$ cat src/rtl/res_acc_bram.sv
// res_acc_bram: accumulating GEMV result buffer (read-modify-write block RAM) with a zero sweep.
// Ports: clk/rst, clear_start/busy, acc_en/acc_mode/acc_addr/acc_data, rd_en/rd_addr/rd_data/rd_valid, ovf. Option: RES_ACC_SAT_EN.
package accelerator_config_pkg;
  localparam int MAX_ROWS = 16;
endpackage

module res_acc_bram
  import accelerator_config_pkg::*;
#(
  parameter int DATA_WIDTH = 32,
  parameter int DEPTH      = MAX_ROWS,
  parameter int ADDR_WIDTH = $clog2(DEPTH)
) (
  input  logic                         clk,
  input  logic                         rst,
  input  logic                         clear_start,
  output logic                         busy,
  input  logic                         acc_en,
  input  logic                         acc_mode,
  input  logic [ADDR_WIDTH-1:0]        acc_addr,
  input  logic signed [DATA_WIDTH-1:0] acc_data,
  input  logic                         rd_en,
  input  logic [ADDR_WIDTH-1:0]        rd_addr,
  output logic signed [DATA_WIDTH-1:0] rd_data,
  output logic                         rd_valid,
  output logic                         ovf
);

  localparam int W = DATA_WIDTH;

  typedef enum logic {
    ST_CLEAR,
    ST_IDLE
  } state_e;

  state_e state_q, state_d;

  logic [ADDR_WIDTH-1:0] cnt_q, cnt_d;

  logic                  s1_vld_q, s1_vld_d;
  logic                  s1_mode_q, s1_mode_d;
  logic [ADDR_WIDTH-1:0] s1_addr_q, s1_addr_d;
  logic signed [W-1:0]   s1_data_q, s1_data_d;
  logic signed [W-1:0]   acc_rd_q, acc_rd_d;

  logic                  fwd_vld_q, fwd_vld_d;
  logic [ADDR_WIDTH-1:0] fwd_addr_q, fwd_addr_d;
  logic signed [W-1:0]   fwd_data_q, fwd_data_d;

  logic                  rd_vld_q, rd_vld_d;
  logic signed [W-1:0]   rd_data_q, rd_data_d;

  logic signed [W-1:0] mem [DEPTH];

  logic                  idle;
  logic                  clr_go;
  logic                  acc_fire;
  logic                  rd_fire;
  logic signed [W-1:0]   operand;
  logic signed [W-1:0]   result;
  logic                  of_hit;
  logic                  we;
  logic [ADDR_WIDTH-1:0] waddr;
  logic signed [W-1:0]   wdata;

  assign idle     = (state_q == ST_IDLE);
  assign clr_go   = idle & clear_start;
  assign acc_fire = idle & ~clear_start & acc_en;
  assign rd_fire  = idle & ~clear_start & rd_en;

  assign busy     = ~idle;
  assign rd_data  = rd_data_q;
  assign rd_valid = rd_vld_q;

  // The RAM still holds the pre-write value for a back-to-back
  // same-row request; take last cycle's committed result instead.
  always_comb begin
    operand = acc_rd_q;
    if (fwd_vld_q && (fwd_addr_q == s1_addr_q))
      operand = fwd_data_q;
  end

`ifdef RES_ACC_SAT_EN
  logic signed [W:0] sum_ext;

  always_comb begin
    sum_ext = {operand[W-1], operand} + {s1_data_q[W-1], s1_data_q};
    of_hit  = 1'b0;
    result  = s1_data_q;
    if (s1_mode_q) begin
      result = sum_ext[W-1:0];
      if (sum_ext[W] != sum_ext[W-1]) begin
        of_hit = 1'b1;
        result = sum_ext[W] ? {1'b1, {(W-1){1'b0}}}
                            : {1'b0, {(W-1){1'b1}}};
      end
    end
  end

  logic ovf_q, ovf_d;

  always_comb begin
    ovf_d = ovf_q;
    if (s1_vld_q && of_hit)
      ovf_d = 1'b1;
    if (clr_go)
      ovf_d = 1'b0;
  end

  always_ff @(posedge clk) begin
    if (rst)
      ovf_q <= 1'b0;
    else
      ovf_q <= ovf_d;
  end

  assign ovf = ovf_q;
`else
  always_comb begin
    of_hit = 1'b0;
    result = s1_data_q;
    if (s1_mode_q)
      result = operand + s1_data_q;
  end

  assign ovf = 1'b0;
`endif

  always_comb begin
    state_d = state_q;
    cnt_d   = cnt_q;
    if (state_q == ST_CLEAR) begin
      cnt_d = cnt_q + ADDR_WIDTH'(1);
      if (cnt_q == ADDR_WIDTH'(DEPTH - 1)) begin
        state_d = ST_IDLE;
        cnt_d   = '0;
      end
    end else if (clr_go) begin
      state_d = ST_CLEAR;
      cnt_d   = '0;
    end
  end

  // One write port: the sweep and the S1 commit never overlap,
  // since no request is accepted while sweeping.
  always_comb begin
    we    = 1'b0;
    waddr = s1_addr_q;
    wdata = result;
    if (rst) begin
      we = 1'b0;
    end else if (state_q == ST_CLEAR) begin
      we    = 1'b1;
      waddr = cnt_q;
      wdata = '0;
    end else if (s1_vld_q) begin
      we = 1'b1;
    end
  end

  always_comb begin
    s1_vld_d   = acc_fire;
    s1_mode_d  = acc_fire ? acc_mode : s1_mode_q;
    s1_addr_d  = acc_fire ? acc_addr : s1_addr_q;
    s1_data_d  = acc_fire ? acc_data : s1_data_q;
    acc_rd_d   = acc_fire ? mem[acc_addr] : acc_rd_q;
    fwd_vld_d  = s1_vld_q;
    fwd_addr_d = s1_addr_q;
    fwd_data_d = result;
    rd_vld_d   = rd_fire;
    rd_data_d  = rd_fire ? mem[rd_addr] : rd_data_q;
  end

  always_ff @(posedge clk) begin
    if (we)
      mem[waddr] <= wdata;
  end

  always_ff @(posedge clk) begin
    if (rst) begin
      state_q   <= ST_CLEAR;
      cnt_q     <= '0;
      s1_vld_q  <= 1'b0;
      fwd_vld_q <= 1'b0;
      rd_vld_q  <= 1'b0;
      rd_data_q <= '0;
    end else begin
      state_q   <= state_d;
      cnt_q     <= cnt_d;
      s1_vld_q  <= s1_vld_d;
      fwd_vld_q <= fwd_vld_d;
      rd_vld_q  <= rd_vld_d;
      rd_data_q <= rd_data_d;
    end
  end

  always_ff @(posedge clk) begin
    s1_mode_q  <= s1_mode_d;
    s1_addr_q  <= s1_addr_d;
    s1_data_q  <= s1_data_d;
    acc_rd_q   <= acc_rd_d;
    fwd_addr_q <= fwd_addr_d;
    fwd_data_q <= fwd_data_d;
  end

endmodule

$ cat config.mk
export PLATFORM = sky130hd
export DESIGN_NAME = res_acc_bram
export DESIGN_NICKNAME = d
export VERILOG_FILES = /design/src/rtl/res_acc_bram.sv
export SDC_FILE = /design/constraint.sdc
export NUM_CORES = 1
export LEC_CHECK = 0
export BUFFER_PORTS_ARGS = -buffer_cell sky130_fd_sc_hd__buf_2
export CAP_MARGIN = 10
export CORE_UTILIZATION = 50
export DETAILED_ROUTE_END_ITERATION = 8
export PLACE_DENSITY = 0.66
export SYNTH_ARGS = -nofsm -noshare
export SYNTH_HDL_FRONTEND = slang
export SYNTH_SLANG_ARGS = --single-unit
export TNS_END_PERCENT = 5
$ cat constraint.sdc
create_clock -name clk -period 4.5 [get_ports clk]
set_clock_uncertainty 0.1 [all_clocks]
set_input_delay 0 -clock clk [delete_from_list [all_inputs] [get_ports clk]]
set_output_delay 0 -clock clk [all_outputs]
set_load 0.05 [all_outputs]
# [Word-level counts from Yosys, hierarchy flattened]
# Memory sizes are Yosys's and may differ from the RTL's. A register that Yosys moved wholly into a read port is not among the register bits.
# Cells that the tools add are included.
[op_classes] n_addsub=2 n_mul=0 n_div=0 n_lt_le_gt_ge=0 eq_ne=3 shifts=0 n_mux=17 n_bitwise=6 reduce_logical=1
[op_table] operator="32-bit 2-to-1 mux" count=4
[op_table] operator="32-bit adder" count=1
[op_table] operator="4-bit 2-to-1 mux" count=5
[op_table] operator="1-bit 2-to-1 mux" count=8
[op_table] operator="4-bit by 1-bit adder with 4-bit output, second input constant" count=1
[op_table] operator="1-bit bitwise AND" count=4
[op_table] operator="4-bit == test" count=1
[op_table] operator="4-bit == test, second input constant" count=1
[op_table] operator="2-bit by 1-bit inequality test with 1-bit output, second input constant" count=1
[op_table] operator="1-bit NOT" count=2
[op_table] operator="1-bit logical AND" count=1
[totals] regBits=81 latch_bits=0 ramBits=512 rom_bits=0 word_cells=40 memories=1
[memory_table] name="mem" depth=16 width=32 read_ports=2 rd_ports_with_merged_regs=2 wr=1 line_no="53" rtl="logic signed [W-1:0] mem [DEPTH];"

# [Longest topological paths before layout]
# Gate-level depths: netlist of run 1.
[logic_depth] word_depth=7 ltp_mapped=15

# [Least setup slack after synthesis of run 1]
# Ideal clock, no wire load.
[synth_timing] kind="flip-flop to flip-flop" start="register s1_addr_q[3] (netlist: fwd_addr_d[3])" end="memory mem[0][25] (netlist name) (data pin)" setup_ns=0.340 t_arrival_ns=4.083 required_ns=4.060 path_slack_ns=-0.023 stages_incl_launch_ff=13 synth_period_minus_slack_ns=4.523 path_cell_list="edfxtp_1 xor2_1 nor4_2 clkbuf_1 mux2_2 ha_1 a21o_1 a221oi_4 o2bb2ai_2 o21ba_2 a31oi_2 nor3_1 a211oi_1"
[synth_via] elab_chain_len=7
[synth_lines] element="from (decl)" line_no="42" rtl="logic [ADDR_WIDTH-1:0] s1_addr_q, s1_addr_d;"
[synth_lines] element="from (signal assigned)" line_no="199" rtl="s1_addr_q <= s1_addr_d;"
[synth_lines] element="4-bit == test *" line_no="79" rtl="if (fwd_vld_q && (fwd_addr_q == s1_addr_q))"
[synth_lines] element="1-bit logical AND *" line_no="79"
[synth_lines] element="32-bit 2-to-1 mux *" line_no="79"
[synth_lines] element="32-bit adder *" line_no="123" rtl="result = operand + s1_data_q;"
[synth_lines] element="32-bit 2-to-1 mux *" line_no="122" rtl="if (s1_mode_q)"
[synth_lines] element="32-bit 2-to-1 mux" line_no="152" rtl="end else if (state_q == ST_CLEAR) begin"
[synth_lines] element="32-bit 2-to-1 mux *" line_no="150" rtl="if (rst) begin"
[synth_lines] element="via wdata[25]" line_no="64" rtl="logic signed [W-1:0] wdata;"
[synth_lines] element="to (decl)" line_no="53"
# Mark *: on every way through the listed nets, which the timed path passes. The rest lies on a longest branch.

# [Worst setup path in the final report of run 1]
[layout_timing] start="register s1_addr_q[3] (netlist: fwd_addr_d[3])" end="memory mem[1][29] (netlist name) (data pin)"
# Same word-level chain as after synthesis.

==> results of run 1 <==
[timing repair]
item,in CTS,in global routing
pin swaps,0,0
buffers inserted,0,0
endpoints found under the setup margin,16,152
endpoints found under the hold margin,76,0
resized for setup,1,10
hold buffers,51,0
[state kept, by name, summed over array words and instances, names as in the netlist, 4 cells and up]
| register | count |
|---|---|
| fwd_data_q | 32 |
| cnt_q | 4 |
| acc_rd_q | 32 |
| rd_data | 32 |
| s1_data_q | 32 |
| fwd_addr_q | 4 |
| mem | 512 |
| fwd_addr_d | 4 |
[layout make-up]
| class | instances | area, um2 | share of cell area [%] |
|---|---|---|---|
| Antenna cell | 1 | 2.50 | 0.00708 |
| Clock buffer | 112 | 2150 | 6.08 |
| Clock inverter | 21 | 181 | 0.514 |
| Inverter | 15 | 56.3 | 0.159 |
| Multi-Input combinational cell | 885 | 11100 | 31.4 |
| Sequential cell | 657 | 19000 | 53.7 |
| Tap cell | 773 | 967 | 2.74 |
| Timing Repair Buffer | 240 | 1920 | 5.43 |
[final timing paths]
| kind | startpoint | to | slack (ps) | cells after the start |
|---|---|---|---|---|
| worst min-delay path | acc_data[19] | s1_data_q[19] | 20 | 2 |
| worst min register to register | fwd_addr_d[1] | fwd_addr_q[1] | 350 | 0 |
| worst max register to register | fwd_addr_d[3] | mem[1][29] | 230 | 13 |
| worst max-delay path | fwd_addr_d[3] | mem[1][29] | 230 | 13 |
[cell usage in the layout (no fill, tap or decap), types with 15 or more instances in the layout]
| cell type | n |
|---|---|
| and2_1 | 18 |
| a21oi_1 | 71 |
| clkbuf_1 | 25 |
| mux4_2 | 320 |
| clkbuf_16 | 76 |
| nor2_4 | 16 |
| dlygate4sd3_1 | 51 |
| o21ai_0 | 25 |
| mux2_2 | 47 |
| dfxtp_1 | 76 |
| inv_1 | 15 |
| buf_4 | 99 |
| nand2_1 | 127 |
| buf_2 | 75 |
| nor2_1 | 37 |
| edfxtp_1 | 581 |
| ha_1 | 36 |
[critical path, cell delays in order (launching register included)]
cell and delay [ps]:
edfxtp_1 400, xor2_1 200, nor4_4 330, buf_4 190
buf_4 210, mux2_2 360, ha_1 370, and3_1 220
a221oi_4 310, a2bb2oi_1 250, nand4_1 220, a32oi_1 330
xnor2_1 190, a22o_2 370
[metrics by stage]
stage / TNS, ps / std cells / cell area (um2)
final: 0 / 2704 / 35300
after global routing: -4.56 / 2703 / 35300
after CTS: 0 / 2703 / 35300
after floorplan: -111 / 1660 / 30400
after detailed placement: -2250 / 2519 / 32400
after global placement: 0 / 2519 / 32400
[logic make-up after synthesis]
group | synth area share, %
DFF | 62.5
muxes | 25.7
buffers and inverters | 1.58
xor gates and xnor gates | 0.779
AOI/OAI and AO/OA | 3.84
other | 0.0124
adders and majority gates | 1.55
and+or+nand+nor | 4.03
[power breakdown]
group / switching, mW / internal (mW) / leakage, nW
combinational: 0.416 / 0.404 / 4.69
sequential: 0.0235 / 6.66 / 5.94
clock: 2.40 / 3.41 / 1.13
total: 2.84 / 10.5 / 11.8
[per-layer routing]
| metal | vias to the layer above | track usage, % | share of wire [%] |
|---|---|---|---|
| met5 | - | 0 | 0 |
| met4 | 0 | 9.17 | 2.9 |
| met3 | 141 | 4.98 | 8.4 |
| met2 | 773 | 42.5 | 48 |
| met1 | 9089 | 37.3 | 41 |
| li1 | 7317 | - | - |
==> flow_summary.json, run 1 <==
{
  "cts_tree": "done",
  "yosysMostFrequentCell": "edfxtp_1",
  "final_antenna_net_count": 0,
  "syn_area_per_cell_um2": 18.3,
  "cts_made_buffers": 72,
  "worstHoldPathType": "input port to register",
  "cts.htree.levels": 3,
  "ys_top_cells_by_area": "edfxtp_1 (57%), mux4_2 (24%), dfxtp_1 (5.0%)",
  "ir_drop_mv": 0.236,
  "finalSetupViolCount": 0,
  "drive_above_1_share_pct": 36.5,
  "grt_max_degree": 71,
  "yosys-top-cells-count": "edfxtp_1 (581), mux4_2 (320), nand2_1 (128)",
  "slew_viol_final": 0,
  "period_share_pct": 94.9,
  "ys_async_sr_fraction_pct": 0,
  "synth_top_area_share_pct": 57.5,
  "via_per_inst": 6.41,
  "slew_headroom_pct": 27.3,
  "cts.sink_count": 657,
  "min_period_ps": 4270,
  "nets": 1954,
  "die_h_um": 248,
  "overflow": 0,
  "rows": 89,
  "ys.warnings.count": 0,
  "p_leak_nw": 11.8,
  "synthesis.area_um2": 30400,
  "gp_congestion": 0.985,
  "antenna_found_initial": 1,
  "grt_pass1_wl_um": 119000,
  "fin_util_pct": 59.4,
  "die_area_um2": 61700,
  "dp_worst_setup_slack_ps": -141,
  "numPortBuffers": 79,
  "drtPass1Iterations": 5,
  "area_delta_synth_final_pct": 16.4,
  "drtIter0Drc": 1726,
  "fillers": 4401,
  "syn_nets": 1743,
  "ys_seq_area_share_pct": 62.5,
  "yosysTopAreaCell": "edfxtp_1",
  "crit_path_max_fanout": 16,
  "grt_pass1_vias": 17900,
  "finalWorstSetupSlack_ps": 231,
  "wl_per_cell_um": 29.7,
  "critical_path_required_ps": 4790,
  "dp_hpwl_um": 48100,
  "clk_transition_reported_paths_ps": 60,
  "coreArea_um2": 59500,
  "synth_cell_types": 67,
  "powerDensity_nw_per_um2": 377,
  "die_w_um": 248,
  "total_power_mw": 13.3,
  "hold_slack_ps": 24.9,
  "initial_core_util_pct": 51.1,
  "synthCells": 1660,
  "dr_total_vias": 17300,
  "cp-start-kind": "register",
  "cap_violations": 0,
  "cp-end-kind": "register",
  "cp_data_arrival_time_ps": 4560,
  "worstMarginPinSlew_ps": 1090,
  "clkLatencyLatePin_ps": 610,
  "drc_errors": 0,
  "synth_flop_cell": "edfxtp_1",
  "status": "complete, no violations",
  "grt_use_total_pct": 26.7,
  "synth_edf_count": 581,
  "finalHoldViolations": 0,
  "pin_count": 81,
  "wirelength_um": 80300,
  "synth-seq-cells": 657,
  "cts_root_buf": "clkbuf_16",
  "path_class": "register to register",
  "cts_buffer_depth": 3,
  "max_freq_mhz": 234
}
Power figures use the tool's default switching activity.
==> run 2, diff against run 1 <==
- CTS_BUF_LIST: not set -> sky130_fd_sc_hd__clkbuf_4 sky130_fd_sc_hd__clkbuf_8 sky130_fd_sc_hd__clkbuf_16
- PLACE_DENSITY: 0.66 -> 0.63
- clock period: 4.5 -> 5.5 ns (I/O delays scaled with it)
==> run 2 against run 1 <==
Effect of this change: clock power shrank 17%; flip-flop and latch count is the same; register-to-register slack gained 440 ps; highest routed layer unchanged.
==> flow_summary.json, run 2 (synthesized netlist as in run 1, its figures left out) <==
{
  "power_frac_seq_pct": 49.9,
  "max_freq_mhz": 207,
  "cts_root_buf": "clkbuf_16",
  "layout_commonest_cell": "edfxtp_1",
  "die_w_um": 248,
  "finalHoldViolations": 0,
  "antenna_found_initial": 0,
  "combPwrFrac_pct": 6.1,
  "cts_tree": "done",
  "cp_data_arrival_time_ps": 4980,
  "cts.htree.levels": 3,
  "cts_made_buffers": 71,
  "cts-resized-gates": 0,
  "top_register": "mem",
  "overflow": 0,
  "grt_use_total_pct": 26.7,
  "crit_path_max_fanout": 32,
  "period_share_pct": 87.8,
  "wirelength_um": 80400,
  "p_leak_nw": 11.4,
  "worstHoldPathType": "input port to register",
  "seq_area_um2": 19000,
  "clkLatencyLatePin_ps": 620,
  "grt_pass1_wl_um": 118000,
  "rows": 89,
  "min_period_ps": 4830,
  "final.setup.tns_ps": 0,
  "drtPass1Iterations": 5,
  "grt_max_degree": 74,
  "coreArea_um2": 59500,
  "grt_pass1_vias": 17400,
  "num_antenna_cells": 0,
  "slew_headroom_pct": 19.2,
  "cts_buffer_depth": 3,
  "ir_drop_mv": 0.200,
  "multi_input_area_um2": 11000,
  "fin_util_pct": 58.4,
  "area_delta_synth_final_pct": 14.4,
  "clk_transition_reported_paths_ps": 60,
  "cp-start-kind": "register",
  "final_cell_mix": "edfxtp_1 (581), mux4_2 (320), nand2_1 (127)",
  "cts.sink_count": 657,
  "slew_viol_final": 0,
  "switching_share_pct": 21.6,
  "die_h_um": 248,
  "fillers": 4372,
  "drtIter0Drc": 1682,
  "drc_errors": 0,
  "wl_per_cell_um": 30.6,
  "die_area_um2": 61700,
  "numPortBuffers": 79,
  "status": "complete, no violations",
  "dr_total_vias": 17100,
  "cap_violations": 0,
  "path_class": "register to register",
  "worstMarginPinSlew_ps": 1210,
  "cts_setup_buffers": 0,
  "powerDensity_nw_per_um2": 315,
  "clkPwrFrac_pct": 44.0,
  "dp_hpwl_um": 45300,
  "finalSetupViolCount": 0,
  "nets": 1882,
  "via_per_inst": 6.52,
  "largest_register_ffs": 512,
  "final_antenna_net_count": 0,
  "p_switching_mw": 2.36,
  "pin_count": 81,
  "initial_core_util_pct": 51.1,
  "grt_setup_unrepaired": "no",
  "internal_power_mw": 8.60,
  "gp_congestion": 0.897,
  "critical_path_required_ps": 5650,
  "drive_above_1_share_pct": 34.8,
  "cp-end-kind": "register"
}
## run 2: changes by cell type in the layout (fill, tap and decap cells not counted), sizes merged
cell,before,now
bufinv,2,6
diode,1,0
clkinvlp,4,7
inv,18,17
buf,187,121
clkinv,12,24
clkbuf,114,89
dlygate4sd3,51,46
## run 2: layer usage
metal / up-vias / track usage [%] / wire length, um
li1: 7178 / - / -
met5: - / 0 / 0
met1: 9051 / 39.5 / 34000
met3: 106 / 4.27 / 6550
met4: 0 / 8.41 / 2000
met2: 769 / 40.9 / 37800
## run 2: path summary, 6_finish.rpt
path	slack, ps	cells after the start	start	endpoint
max	670	14	fwd_addr_d[3]	mem[11][26]
min	10	2	acc_data[12]	s1_data_q[12]
max reg2reg	670	14	fwd_addr_d[3]	mem[11][26]
min reg2reg	350	2	rd_data[15]	rd_data[15]
## run 2: power by group through the flow
stage | sequential (mW) | combinational [mW] | clock [mW]
3_5_place_dp | 5.57 | 0.649 | 0
2_1_floorplan | 5.57 | 0.441 | 0
3_3_place_gp | 5.57 | 0.646 | 0
5_1_grt | 5.47 | 0.708 | 5.08
6_report | 5.47 | 0.671 | 4.82
4_1_cts | 5.47 | 0.677 | 4.89
## run 2: timing repair
action,CTS,global route
hold buffers,46,0
endpoints found under the hold margin,72,0
setup endpoints to repair,0,0
## run 2: stage by stage
step / area, um2 / hold slack, ps / instances / power, mW / worst slack [ps]
finish: 34700 / 14.7 / 2625 / 11.0 / 673
global route: 34700 / 20.3 / 2625 / 11.3 / 339
CTS: 34700 / 0.643 / 2623 / 11.0 / 514
detailed placement: 31900 / 79.9 / 2451 / 6.22 / 539
global placement: 31900 / 79.3 / 2451 / 6.22 / 763
floorplan: 30400 / -16.9 / 1660 / 6.01 / 977
## run 2: cell type report
cell class,count,area share [%]
flip-flops and latches,657,54.6
multi-input cells,885,31.8
clock buffers,87,5.63
repair buffers,169,3.91
well taps,773,2.78
clock inverters,39,1.12
inverters,15,0.162
## run 2: critical path: stages (launching register included)
cell	delay, ps
edfxtp_1	460
xor2_1	220
nor4_4	340
buf_12	260
mux2_2	190
ha_1	150
inv_1	60
fa_1	420
nand2b_1	180
a21oi_1	320
o211ai_1	190
a21oi_1	300
o21bai_1	210
or4_1	560
o211ai_1	490
==> run 3, diff against run 2 <==
- PLACE_DENSITY: 0.63 -> 0.66
==> run 3 against run 2 <==
Effect of this change: non-clock buffer count rose by 11; sequential power is essentially flat; utilization increased by 0.055 points; critical path type unchanged; die area stayed put; largest cell class unchanged; highest routed layer unchanged; register-to-register slack lost 70 ps; critical endpoint unchanged; cell count is 0.50% higher.
==> flow_summary.json, run 3 (synthesized netlist as in run 1, its figures left out) <==
{
  "status": "complete, no violations",
  "slew_headroom_pct": 24.1,
  "finalWorstSetupSlack_ps": 602,
  "crit_path_max_fanout": 16,
  "slew_viol_final": 0,
  "cp-end-kind": "register",
  "dp_worst_setup_slack_ps": 687,
  "internal_power_mw": 8.42,
  "wl_per_cell_um": 31.1,
  "dr_total_vias": 17400,
  "p_switching_mw": 2.33,
  "r2r_start": "fwd_addr_d[3]",
  "cts_made_buffers": 70,
  "layout_commonest_cell": "edfxtp_1",
  "overflow": 0,
  "initial_core_util_pct": 51.1,
  "nets": 1892,
  "fin_area_um2": 34800,
  "drtPass1Iterations": 5,
  "dp.cells": 2453,
  "layout.cells.non_filler": 2638,
  "clk_transition_reported_paths_ps": 60,
  "hold_path_startpoint": "acc_data[22]",
  "period_share_pct": 89.1,
  "die_h_um": 248,
  "p_leak_nw": 11.5,
  "die_w_um": 248,
  "area_delta_synth_final_pct": 14.6,
  "grt_max_degree": 74,
  "min_period_ps": 4900,
  "clkLatencyLatePin_ps": 620,
  "wirelength_um": 82000,
  "drc_errors": 0,
  "switching_share_pct": 21.7,
  "cts.sink_count": 657,
  "critical_path_required_ps": 5650,
  "grt_setup_unrepaired": "no",
  "dpl-instance-area_um2": 32000,
  "finalSetupViolCount": 0,
  "cts_tree": "done",
  "clkPwrFrac_pct": 42.9,
  "largest_register_ffs": 512,
  "coreArea_um2": 59500,
  "combPwrFrac_pct": 6.2,
  "via_per_inst": 6.58,
  "final_antenna_net_count": 0,
  "path_class": "register to register",
  "cts.htree.levels": 3,
  "max_freq_mhz": 204,
  "gp_congestion": 0.960,
  "grt_pass1_vias": 17700,
  "grt_pass1_wl_um": 121000,
  "fillers": 4379,
  "cts_setup_buffers": 0,
  "powerDensity_nw_per_um2": 309,
  "power_frac_seq_pct": 50.9,
  "cts_buffer_depth": 3,
  "finalHoldViolations": 0,
  "fin_util_pct": 58.5,
  "worstMarginPinSlew_ps": 1130,
  "numPortBuffers": 79,
  "final_cell_mix": "edfxtp_1 (581), mux4_2 (320), nand2_1 (127)",
  "antenna_found_initial": 0,
  "pin_count": 81,
  "final.setup.tns_ps": 0,
  "rows": 89,
  "critical_path.startpoint": "fwd_addr_d[3]",
  "ir_drop_mv": 0.200,
  "grt_use_total_pct": 27.3,
  "dp_hpwl_um": 47100,
  "cp-start-kind": "register",
  "cts_root_buf": "clkbuf_16",
  "top_register": "mem",
  "drtIter0Drc": 1886,
  "cp_data_arrival_time_ps": 5050,
  "die_area_um2": 61700,
  "num_antenna_cells": 0,
  "drive_above_1_share_pct": 34.4,
  "worstHoldPathType": "input port to register",
  "cap_violations": 0
}
run 3: power by group through the flow:
| stage | combinational, mW | sequential [mW] | clock (mW) |
|---|---|---|---|
| after floorplan | 0.441 | 5.57 | 0 |
| after global placement | 0.638 | 5.57 | 0 |
| after detailed placement | 0.645 | 5.57 | 0 |
| after CTS | 0.677 | 5.47 | 4.68 |
| after global routing | 0.707 | 5.47 | 4.86 |
| final | 0.670 | 5.47 | 4.61 |
run 3: worst max-delay path, cell delays in order, from the launching register on:
cell and delay, ps:
edfxtp_1 470, xor2_1 220, nor4_4 320, buf_4 270, mux2_2 190, ha_1 160
inv_1 60, fa_1 420, nand2b_1 180, a21oi_1 360, o211ai_1 210, a21oi_1 290
o21bai_1 200, or4_1 550, o211ai_1 510
run 3: area by class of cell:
cell class                 count  area, um2  area share [%]
tap                          773        967            2.78
sequential                   657      19000            54.5
inverter                      15       56.3           0.162
clock inverter                29        161           0.464
multi-input combinational    885      11000            31.8
clock buffer                  99       2070            5.95
timing repair buffer         180       1510            4.33
run 3: per-layer routing:
metal / global-route usage [%] / vias up / share of wire (%)
li1: - / 7189 / -
met3: 4.22 / 116 / 8.3
met5: 0 / - / 0
met2: 44.0 / 855 / 49
met4: 7.77 / 0 / 2.1
met1: 38.8 / 9206 / 41
run 3: repair_timing:
action | in CTS | in global routing
gates resized for setup | 0 | 0
hold endpoints to repair | 56 | 0
hold buffers | 57 | 0
run 3: worst paths after layout:
kind	end	slack [ps]	cells past startpoint
setup reg to reg	mem[11][26]	600	14
hold / removal	s1_data_q[22]	10	2
hold reg to reg	rd_data[4]	350	2
setup / recovery	mem[11][26]	600	14
run 3: stage by stage:
stage          power [mW]  hold slack, ps
2_1_floorplan        6.01           -16.9
3_5_place_dp         6.22            79.8
4_1_cts              10.8            1.35
6_report             10.7            12.7
5_1_grt              11.0            14.6
3_3_place_gp         6.21            79.7
